$ cat config.mk
export PLATFORM = sky130hd
export DESIGN_NAME = ab_tx_flat
export DESIGN_NICKNAME = d
export VERILOG_FILES = /design/src/rtl/ab_tx_if.sv /design/src/rtl/ab_tx.sv /design/src/flat_wrapper.sv
export SDC_FILE = /design/constraint.sdc
export NUM_CORES = 1
export LEC_CHECK = 0
export CORE_UTILIZATION = 60
export CTS_CLUSTER_DIAMETER = 200
export DETAILED_ROUTE_END_ITERATION = 10
export DONT_BUFFER_PORTS = 1
export GPL_TIMING_DRIVEN = 0
export HOLD_SLACK_MARGIN = 0.1
export PLACE_DENSITY = 0.76
export SYNTH_ARGS = -nofsm -noshare
export SYNTH_HDL_FRONTEND = slang
export SYNTH_SLANG_ARGS = --single-unit
$ cat constraint.sdc
create_clock -name clk -period 2.2 [get_ports clk]
set_input_delay 0.44 -clock clk [delete_from_list [all_inputs] [get_ports clk]]
set_output_delay 0.44 -clock clk [all_outputs]
set_load 0.05 [all_outputs]
$ cat src/rtl/ab_tx_if.sv
// Word handshake into the AB link transmitter.
// master: producer drives in_data/in_valid; slave: ab_tx returns in_ready.
interface ab_tx_if #(
  parameter int DATA_W = 8
);
  logic [DATA_W-1:0] in_data;
  logic              in_valid;
  logic              in_ready;

  modport master (
    output in_data,
    output in_valid,
    input  in_ready
  );

  modport slave (
    input  in_data,
    input  in_valid,
    output in_ready
  );
endinterface

$ cat src/rtl/ab_tx.sv
// Transmit end of the 5-lane redundant bit link: serialises words MSB-first
// as replicated 5-lane symbols and counts voter feedback mismatches.
// Ports: clk, rst_n (sync, active-low), in_if (word handshake),
// fault_mask (lane XOR), x_out/x_valid (symbol), z_fb (voter decision),
// err_clr/err_cnt (saturating mismatch count), frame_done (end pulse).
module ab_tx #(
  parameter int DATA_W   = 8,
  parameter int HOLD_CYC = 2
) (
  input  logic       clk,
  input  logic       rst_n,
  ab_tx_if.slave     in_if,
  input  logic [4:0] fault_mask,
  output logic [4:0] x_out,
  output logic       x_valid,
  input  logic       z_fb,
  input  logic       err_clr,
  output logic [7:0] err_cnt,
  output logic       frame_done
);

  localparam int IW = (DATA_W > 1) ? $clog2(DATA_W) : 1;

  typedef enum logic [1:0] {
    IDLE,
    SEND,
    DONE
  } state_e;

  state_e            state_q, state_d;
  logic [DATA_W-1:0] sh_q, sh_d;
  logic [IW-1:0]     bit_q, bit_d;
  logic [3:0]        hold_q, hold_d;
  logic [4:0]        mask_q, mask_d;
  logic [4:0]        x_q, x_d;
  logic              xv_q, xv_d;
  logic              rdy_q, rdy_d;
  logic              done_q, done_d;
  logic [7:0]        err_q, err_d;
  logic              cur_bit;
  logic              last_hold;
  logic              inc;

  // The word is shifted left so the bit on the wire is always the MSB.
  assign cur_bit   = sh_q[DATA_W-1];
  assign last_hold = (hold_q == 4'(HOLD_CYC - 1));

  always_comb begin
    state_d = state_q;
    sh_d    = sh_q;
    bit_d   = bit_q;
    hold_d  = hold_q;
    mask_d  = mask_q;
    inc     = 1'b0;
    unique case (state_q)
      IDLE: begin
        if (in_if.in_valid) begin
          sh_d    = in_if.in_data;
          bit_d   = IW'(DATA_W - 1);
          hold_d  = '0;
          mask_d  = fault_mask;
          state_d = SEND;
        end
      end
      SEND: begin
        if (last_hold) begin
          // Judged against the unmasked bit, not x_out.
          inc = (z_fb != cur_bit);
          if (bit_q == '0) begin
            state_d = DONE;
          end else begin
            bit_d  = bit_q - IW'(1);
            sh_d   = {sh_q[DATA_W-2:0], 1'b0};
            hold_d = '0;
            mask_d = fault_mask;
          end
        end else begin
          hold_d = hold_q + 4'd1;
        end
      end
      DONE: begin
        state_d = IDLE;
      end
      default: begin
        state_d = IDLE;
      end
    endcase

    // Outputs are registered from next-state values.
    rdy_d  = (state_d == IDLE);
    xv_d   = (state_d == SEND);
    done_d = (state_d == DONE);
    x_d    = xv_d ? ({5{sh_d[DATA_W-1]}} ^ mask_d) : 5'b00000;

    // Clear wins over a same-edge increment.
    err_d = err_q;
    if (err_clr) begin
      err_d = 8'd0;
    end else if (inc && (err_q != 8'hFF)) begin
      err_d = err_q + 8'd1;
    end
  end

  always_ff @(posedge clk) begin
    if (!rst_n) begin
      state_q <= IDLE;
      sh_q    <= '0;
      bit_q   <= '0;
      hold_q  <= '0;
      mask_q  <= '0;
      x_q     <= '0;
      xv_q    <= 1'b0;
      rdy_q   <= 1'b1;
      done_q  <= 1'b0;
      err_q   <= '0;
    end else begin
      state_q <= state_d;
      sh_q    <= sh_d;
      bit_q   <= bit_d;
      hold_q  <= hold_d;
      mask_q  <= mask_d;
      x_q     <= x_d;
      xv_q    <= xv_d;
      rdy_q   <= rdy_d;
      done_q  <= done_d;
      err_q   <= err_d;
    end
  end

  assign in_if.in_ready = rdy_q;
  assign x_out          = x_q;
  assign x_valid        = xv_q;
  assign frame_done     = done_q;
  assign err_cnt        = err_q;

endmodule
$ cat src/flat_wrapper.sv
// flat-port wrapper written by rule: the top's interface ports become plain ports
module ab_tx_flat 
#(
  parameter int DATA_W   = 8,
  parameter int HOLD_CYC = 2
)
  (clk, rst_n, fault_mask, x_out, x_valid, z_fb, err_clr, err_cnt, frame_done, in_if_in_data, in_if_in_valid, in_if_in_ready);
  ab_tx_if #(.DATA_W(DATA_W)) in_if_i ();
  input  logic clk;
  input  logic rst_n;
  input  logic [4:0] fault_mask;
  output logic [4:0] x_out;
  output logic x_valid;
  input  logic z_fb;
  input  logic err_clr;
  output logic [7:0] err_cnt;
  output logic frame_done;
  input wire logic [$bits(in_if_i.in_data)-1:0] in_if_in_data;
  input wire logic [$bits(in_if_i.in_valid)-1:0] in_if_in_valid;
  output wire logic [$bits(in_if_i.in_ready)-1:0] in_if_in_ready;
  assign in_if_i.in_data = in_if_in_data;
  assign in_if_i.in_valid = in_if_in_valid;
  assign in_if_in_ready = in_if_i.in_ready;
  ab_tx #(.DATA_W(DATA_W), .HOLD_CYC(HOLD_CYC)) u_core (.clk(clk), .rst_n(rst_n), .in_if(in_if_i), .fault_mask(fault_mask), .x_out(x_out), .x_valid(x_valid), .z_fb(z_fb), .err_clr(err_clr), .err_cnt(err_cnt), .frame_done(frame_done));
endmodule
==> results of run 1 <==
## cells in the final DEF (no fill, tap or decap), types with 3 or more instances in the layout
cell      count
dfxtp_1      38
a21oi_2       5
nand2_1      22
ha_1          5
nor2_1       18
clkbuf_1      3
nor4_1        3
o21ai_1       3
o221ai_1      4
nor3_1        4
a22o_1        5
inv_1         3
clkbuf_4      5
a21oi_1       7
nand3_1      10
xnor2_1      16
## through the flow
step | total power (W) | instance area [um2] | instances
6_report | 0.00138 | 1850 | 223
5_1_grt | 0.00144 | 1850 | 223
4_1_cts | 0.00138 | 1830 | 221
3_5_place_dp | 0.00101 | 1770 | 213
3_3_place_gp | 0.000998 | 1770 | 213
2_1_floorplan | 0.000969 | 1730 | 182
## worst paths after layout
path,from,to
min reg2reg,u_core.sh_q[5],u_core.sh_q[5]
max,u_core.bit_q[0],u_core.x_out[0]
max reg2reg,u_core.bit_q[0],u_core.x_out[0]
min,in_if_in_data[4],u_core.sh_q[4]
## repair_timing
| item | 4_1_cts | 5_1_grt |
|---|---|---|
| hold buffers | 0 | 0 |
| pin swaps | 1 | 1 |
| gates resized for setup | 0 | 2 |
| setup endpoints to repair | 5 | 8 |
| buffers inserted | 0 | 2 |
## per-layer routing
metal  track usage [%]  vias up  wire [um]
li1                  -      664          -
met1              27.5      634       1440
met2              37.7       25       1640
met3              5.58        7        136
met4              11.8        0         71
met5                 0        -          0
## sequential cells by signal, summed over array words and instances (netlist names)
| signal | cells |
|---|---|
| u_core.err_cnt | 8 |
| u_core.in_if.in_ready | 1 |
| u_core.frame_done | 1 |
| u_core.hold_q | 4 |
| u_core.mask_q | 5 |
| u_core.bit_q | 3 |
| u_core.x_out | 5 |
| u_core.sh_q | 8 |
| u_core.x_valid | 1 |
| u_core.state_q | 2 |
## power by group through the flow
stage / clock, W / combinational [W] / sequential (W)
detailed placement: 0 / 0.000195 / 0.000813
finish: 0.000379 / 0.000200 / 0.000797
floorplan: 0 / 0.000163 / 0.000807
global route: 0.000414 / 0.000222 / 0.000801
global placement: 0 / 0.000187 / 0.000811
CTS: 0.000388 / 0.000195 / 0.000797
## final cells by class
class | count | area (um2) | area share [%]
Multi-Input combinational cell | 134 | 926 | 50.0
Sequential cell | 38 | 761 | 41.1
Clock buffer | 7 | 55.1 | 2.97
Tap cell | 31 | 38.8 | 2.09
Buffer | 6 | 37.5 | 2.03
Timing Repair Buffer | 2 | 15.0 | 0.810
Inverter | 4 | 15.0 | 0.810
Clock inverter | 1 | 5.00 | 0.270
## critical path: cells and delay by family, from the launching register on
| family | cells | cell delay [ns] |
|---|---|---|
| AOI/OAI and AO/OA | 2 | 0.64 |
| xor gates and xnor gates | 1 | 0.11 |
| adders and majority gates | 1 | 0.16 |
| buffers and inverters | 2 | 0.27 |
| DFF | 1 | 0.31 |
| and+or+nand+nor | 2 | 0.45 |
## kinds of logic (layout without fill, tap and decap cells)
| group | Yosys count | count (layout) | share of synthesized area [%] |
|---|---|---|---|
| flip-flops | 38 | 38 | 44.0 |
| AND/OR/NAND/NOR | 75 | 75 | 22.4 |
| buffers and inverters | 10 | 20 | 3.04 |
| AO/OA/AOI/OAI | 37 | 37 | 18.2 |
| adder cells (fa/ha/maj) | 5 | 5 | 3.62 |
| XOR/XNOR | 17 | 17 | 8.62 |
==> metrics, run 1 <==
run status complete, no violations; vias post-DR approximately 1300; WL final 3280 um; cell with the most instances after synthesis dfxtp_1; hpwl dp 2430 um; worst-path maximum fanout 5; switch share 29.5%; final setup vio count 0; CTS tree yes; GRT overflow 0; DR pass1 iterations 4; Synth top cells by count 38 x dfxtp_1, 22 x nand2_1, 18 x nor2_1; cells on worst reg2reg path 8; R2R Setup Slk between 0.15 and 0.2 ns; combinational share of power around 15%; fin util 67.8%; setup ws final 0.158 ns; vias in the first global route 1220; IO Count 34; Flop pwr share 57.9%; initial DRC count between 70 and 80; Clock power frac 27.5%; dpl ws -0.00911 ns; antenna violations before repair 0; Yosys cell types 42; FFs w/ async S/R, synth 0%; post-route minimum period ~2 ns; antenna viol nets, final 0; WS Path Type flip-flop to flip-flop; core outline area 2730 um2; static leakage approximately 0.65 nW; final net count 214; Clock Path Buffers 2; port bufs 0; syn nets a little over 200; Vias/cell 5.96; Fillers ~230; CTS root buffer clkbuf_4; Slowest cell on crit path a221oi_4; top cells by area, synth dfxtp_1 44%, xnor2_1 8.1%, nand2_1 4.8%; drt wl/cell between 10 and 15 um; clock skew a little over 0.003 ns; worst hold stages 2; RePlAce Congestion roughly 0.77; fin crit share 92.8%; Worst Max-Slew Pin Slew 0.632 ns; unrepaired setup endpoints after global routing false; Top FF cell, synth dfxtp_1; # rows 19; post-route setup TNS 0 ns; Die H 55.7 um; VDD IR-drop max 0.620 mV; htree depth 2; CTS Buf Count 5; cell breakdown of the critical path inv_1 > ha_1 > nor2b_1 > nor3_4 > buf_4 > a221oi_4 > xnor2_1 > a22o_1; Mapped Area between 1500 and 2000 um2; Yosys Warn Count 0; relative slew slack 57.8%; gr usage total a little under a quarter; Psw about 0.0004 W; Ant. Diodes 0; initial core utilization 63.2%; Die Wd 55.7 um; DRC 0; type of origin of the critical path flip-flop; register area share after synthesis 44.0%; layout cells sized above 1 14.6%; count of clock tree sinks 38; hold slack 0.230 ns; Skew-Pair Late Insertion Delay 0.34 ns; CP peak stage delay around 0.43 ns; global-route wire length before repair 5480 um; crit path DAT 2.29 ns; Syn Inst Count 182; HP Class input pin to flip-flop; area leader, netlist dfxtp_1; Worst-path clk slew 0.11 ns; Die ar. 3100 um2; largest net degree at the start of global routing 12; Max Slew Vio Count 0; Yosys reg bits 38; area grow syn2layout 7.24%; Final Hold Fails 0; Critical Path RT 2.44 ns; Max Cap Viol 0; Yosys top cell area share between 40% and 50%; Post-Syn Area per Cell 9.49 um2; Peak Freq between 400 and 500 MHz; Crit. End Element flip-flop; Post-synth EDFFs 0; PD cells 742 nW/um2; Cell Int Power 0.000970 W
(Power assumes the default switching activity.)
==> inputs of run 2 (changes only) <==
--- a/config.mk
+++ b/config.mk
@@ -11,7 +11,8 @@
 export DONT_BUFFER_PORTS = 1
 export GPL_TIMING_DRIVEN = 0
 export HOLD_SLACK_MARGIN = 0.1
-export PLACE_DENSITY = 0.76
+export PLACE_DENSITY_LB_ADDON = 0.15
+export SLEW_MARGIN = 20
 export SYNTH_ARGS = -nofsm -noshare
 export SYNTH_HDL_FRONTEND = slang
 export SYNTH_SLANG_ARGS = --single-unit
==> run 2 against run 1 <==
Design area is 0.34% higher. Setup slack worse by 0.0091 ns. First-iteration DRC count is 36% lower. Clock-buffer cell count is 2 lower. Utilization is 0.23 points higher. Combinational power is 3% lower. Final cell count stayed put. Clock power is 21% higher. Largest power group unchanged.
==> metrics, run 2 (synthesized netlist as in run 1, its figures left out) <==
run status complete, no violations; vias post-DR 1300; Die ar. 3100 um2; CTS root buffer clkbuf_4; GRT overflow 0; largest net degree at the start of global routing 13; clock skew ~0.0044 ns; post-route setup TNS 0 ns; Final Hold Fails 0; final net count 214; fin cells between 200 and 250; # rows 19; final setup vio count 0; Crit. End Element flip-flop; Peak Freq 487 MHz; hpwl dp 2290 um; CP peak stage delay 0.47 ns; crit-path leading delay family simple AND/OR/NAND/NOR gates; antenna violations before repair 0; VDD IR-drop max 0.618 mV; Critical Path RT between 2 and 2.5 ns; static leakage approximately 0.66 nW; hold slack between 0.2 and 0.25 ns; RePlAce Congestion 0.780; switch share 27.5%; initial core utilization 63.2%; drt wl/cell 14.0 um; combinational share of power 13.5%; WS Path Type flip-flop to flip-flop; Worst Max-Slew Pin Slew 0.648 ns; commonest non-fill, non-tap cell in the layout dfxtp_1; WL final about 3100 um; power after layout 0.00145 W; post-route minimum period 2.05 ns; core outline area 2730 um2; CTS tree yes; htree depth 2; Fillers between 200 and 250; HP Class input pin to flip-flop; initial DRC count 47; Flop pwr share 54.9%; Worst-path clk slew ~0.11 ns; Max Slew Vio Count 0; port bufs 0; cell breakdown of the critical path ha_1 > nor3b_2 > nand3_1 > nor4_1 > xnor2_1 > nor2_1; Skew-Pair Late Insertion Delay 0.34 ns; placed insts 213; hold_buf cts 0; IO Count 34; count of clock tree sinks 38; layout cells sized above 1 14.1%; DRC 0; gr usage total 21.2%; area grow syn2layout 7.60%; Slowest cell on crit path nor4_1; vias in the first global route 1196; relative slew slack between 50% and 60%; crit path DAT 2.28 ns; DR pass1 iterations 4; Clock Path Buffers 2; Clock power frac 31.6%; PD cells 779 nW/um2; antenna viol nets, final 0; Cell Int Power 0.00105 W; type of origin of the critical path flip-flop; Post-Layout Inst Area ~1900 um2; Die Wd around 56 um; DP Area 1770 um2; Buf+Inv Stages, Crit Path 0; Die H 55.7 um; fin crit share 93.2%; Ant. Diodes 0; global-route wire length before repair 5070 um; Vias/cell around 5.8; Max Cap Viol 0; CTS Buf Count 5; worst-path maximum fanout 8; Psw 0.000399 W; commonest cells after routing, fill and taps aside 38 x dfxtp_1, 22 x nand2_1, 18 x nor2_1; unrepaired setup endpoints after global routing false
## run 2: cell count changes in the layout (fill, tap and decap cells not counted)
cell	before	now
a311oi_2	1	0
clkinv_2	1	2
nand3_1	10	11
clkbuf_8	1	0
clkbuf_1	3	2
a311oi_1	1	2
bufinv_16	0	1
nand3_2	1	0
## run 2: power by group through the flow
stage	registers, W	clock network, W	logic (W)
3_5_place_dp	0.000812	0	0.000193
5_1_grt	0.000799	0.000500	0.000216
6_report	0.000795	0.000458	0.000195
3_3_place_gp	0.000810	0	0.000187
4_1_cts	0.000796	0.000473	0.000194
2_1_floorplan	0.000807	0	0.000163
## run 2: what timing repair did
action                     in CTS  in global routing
pin swaps                       1                  1
resized for setup               0                  0
setup endpoints to repair       5                  5
setup buffers                   0                  2
gates cloned                    0                  0
## run 2: routing by layer
metal	track usage [%]	vias up	routed length (um)	share of wire (%)
li1	-	664	-	-
met1	26.7	602	1440	46
met2	32.5	30	1480	48
met3	6.74	4	150	4.8
met4	10.7	0	51	1.6
met5	0	-	0	0
## run 2: cell type report
| cell class | count | area (um2) | area share [%] |
|---|---|---|---|
| Buffer | 6 | 37.5 | 2.02 |
| Inverter | 4 | 15.0 | 0.808 |
| Timing Repair Buffer | 2 | 15.0 | 0.808 |
| Multi-Input combinational cell | 134 | 915 | 49.2 |
| Sequential cell | 38 | 761 | 40.9 |
| Clock buffer | 5 | 37.5 | 2.02 |
| Tap cell | 31 | 38.8 | 2.09 |
| Clock inverter | 3 | 40.0 | 2.15 |
## run 2: worst paths after layout
kind | startpoint | to | slack [ns] | cells past startpoint
worst max-delay path | u_core.hold_q[0] | u_core.err_cnt[7] | 0.15 | 6
worst min-delay path | in_if_in_data[3] | u_core.sh_q[3] | 0.24 | 2
worst max register to register | u_core.hold_q[0] | u_core.err_cnt[7] | 0.15 | 6
worst min register to register | u_core.sh_q[5] | u_core.sh_q[5] | 0.46 | 2
## run 2: per-stage QoR
stage | util [%] | setup slack, ns
after global routing | 68.0 | 0.0253
after CTS | 67.5 | 0.0419
after floorplan | - | 0.208
final | 68.0 | 0.149
after detailed placement | 64.6 | -0.00589
after global placement | 64.6 | 0.0321
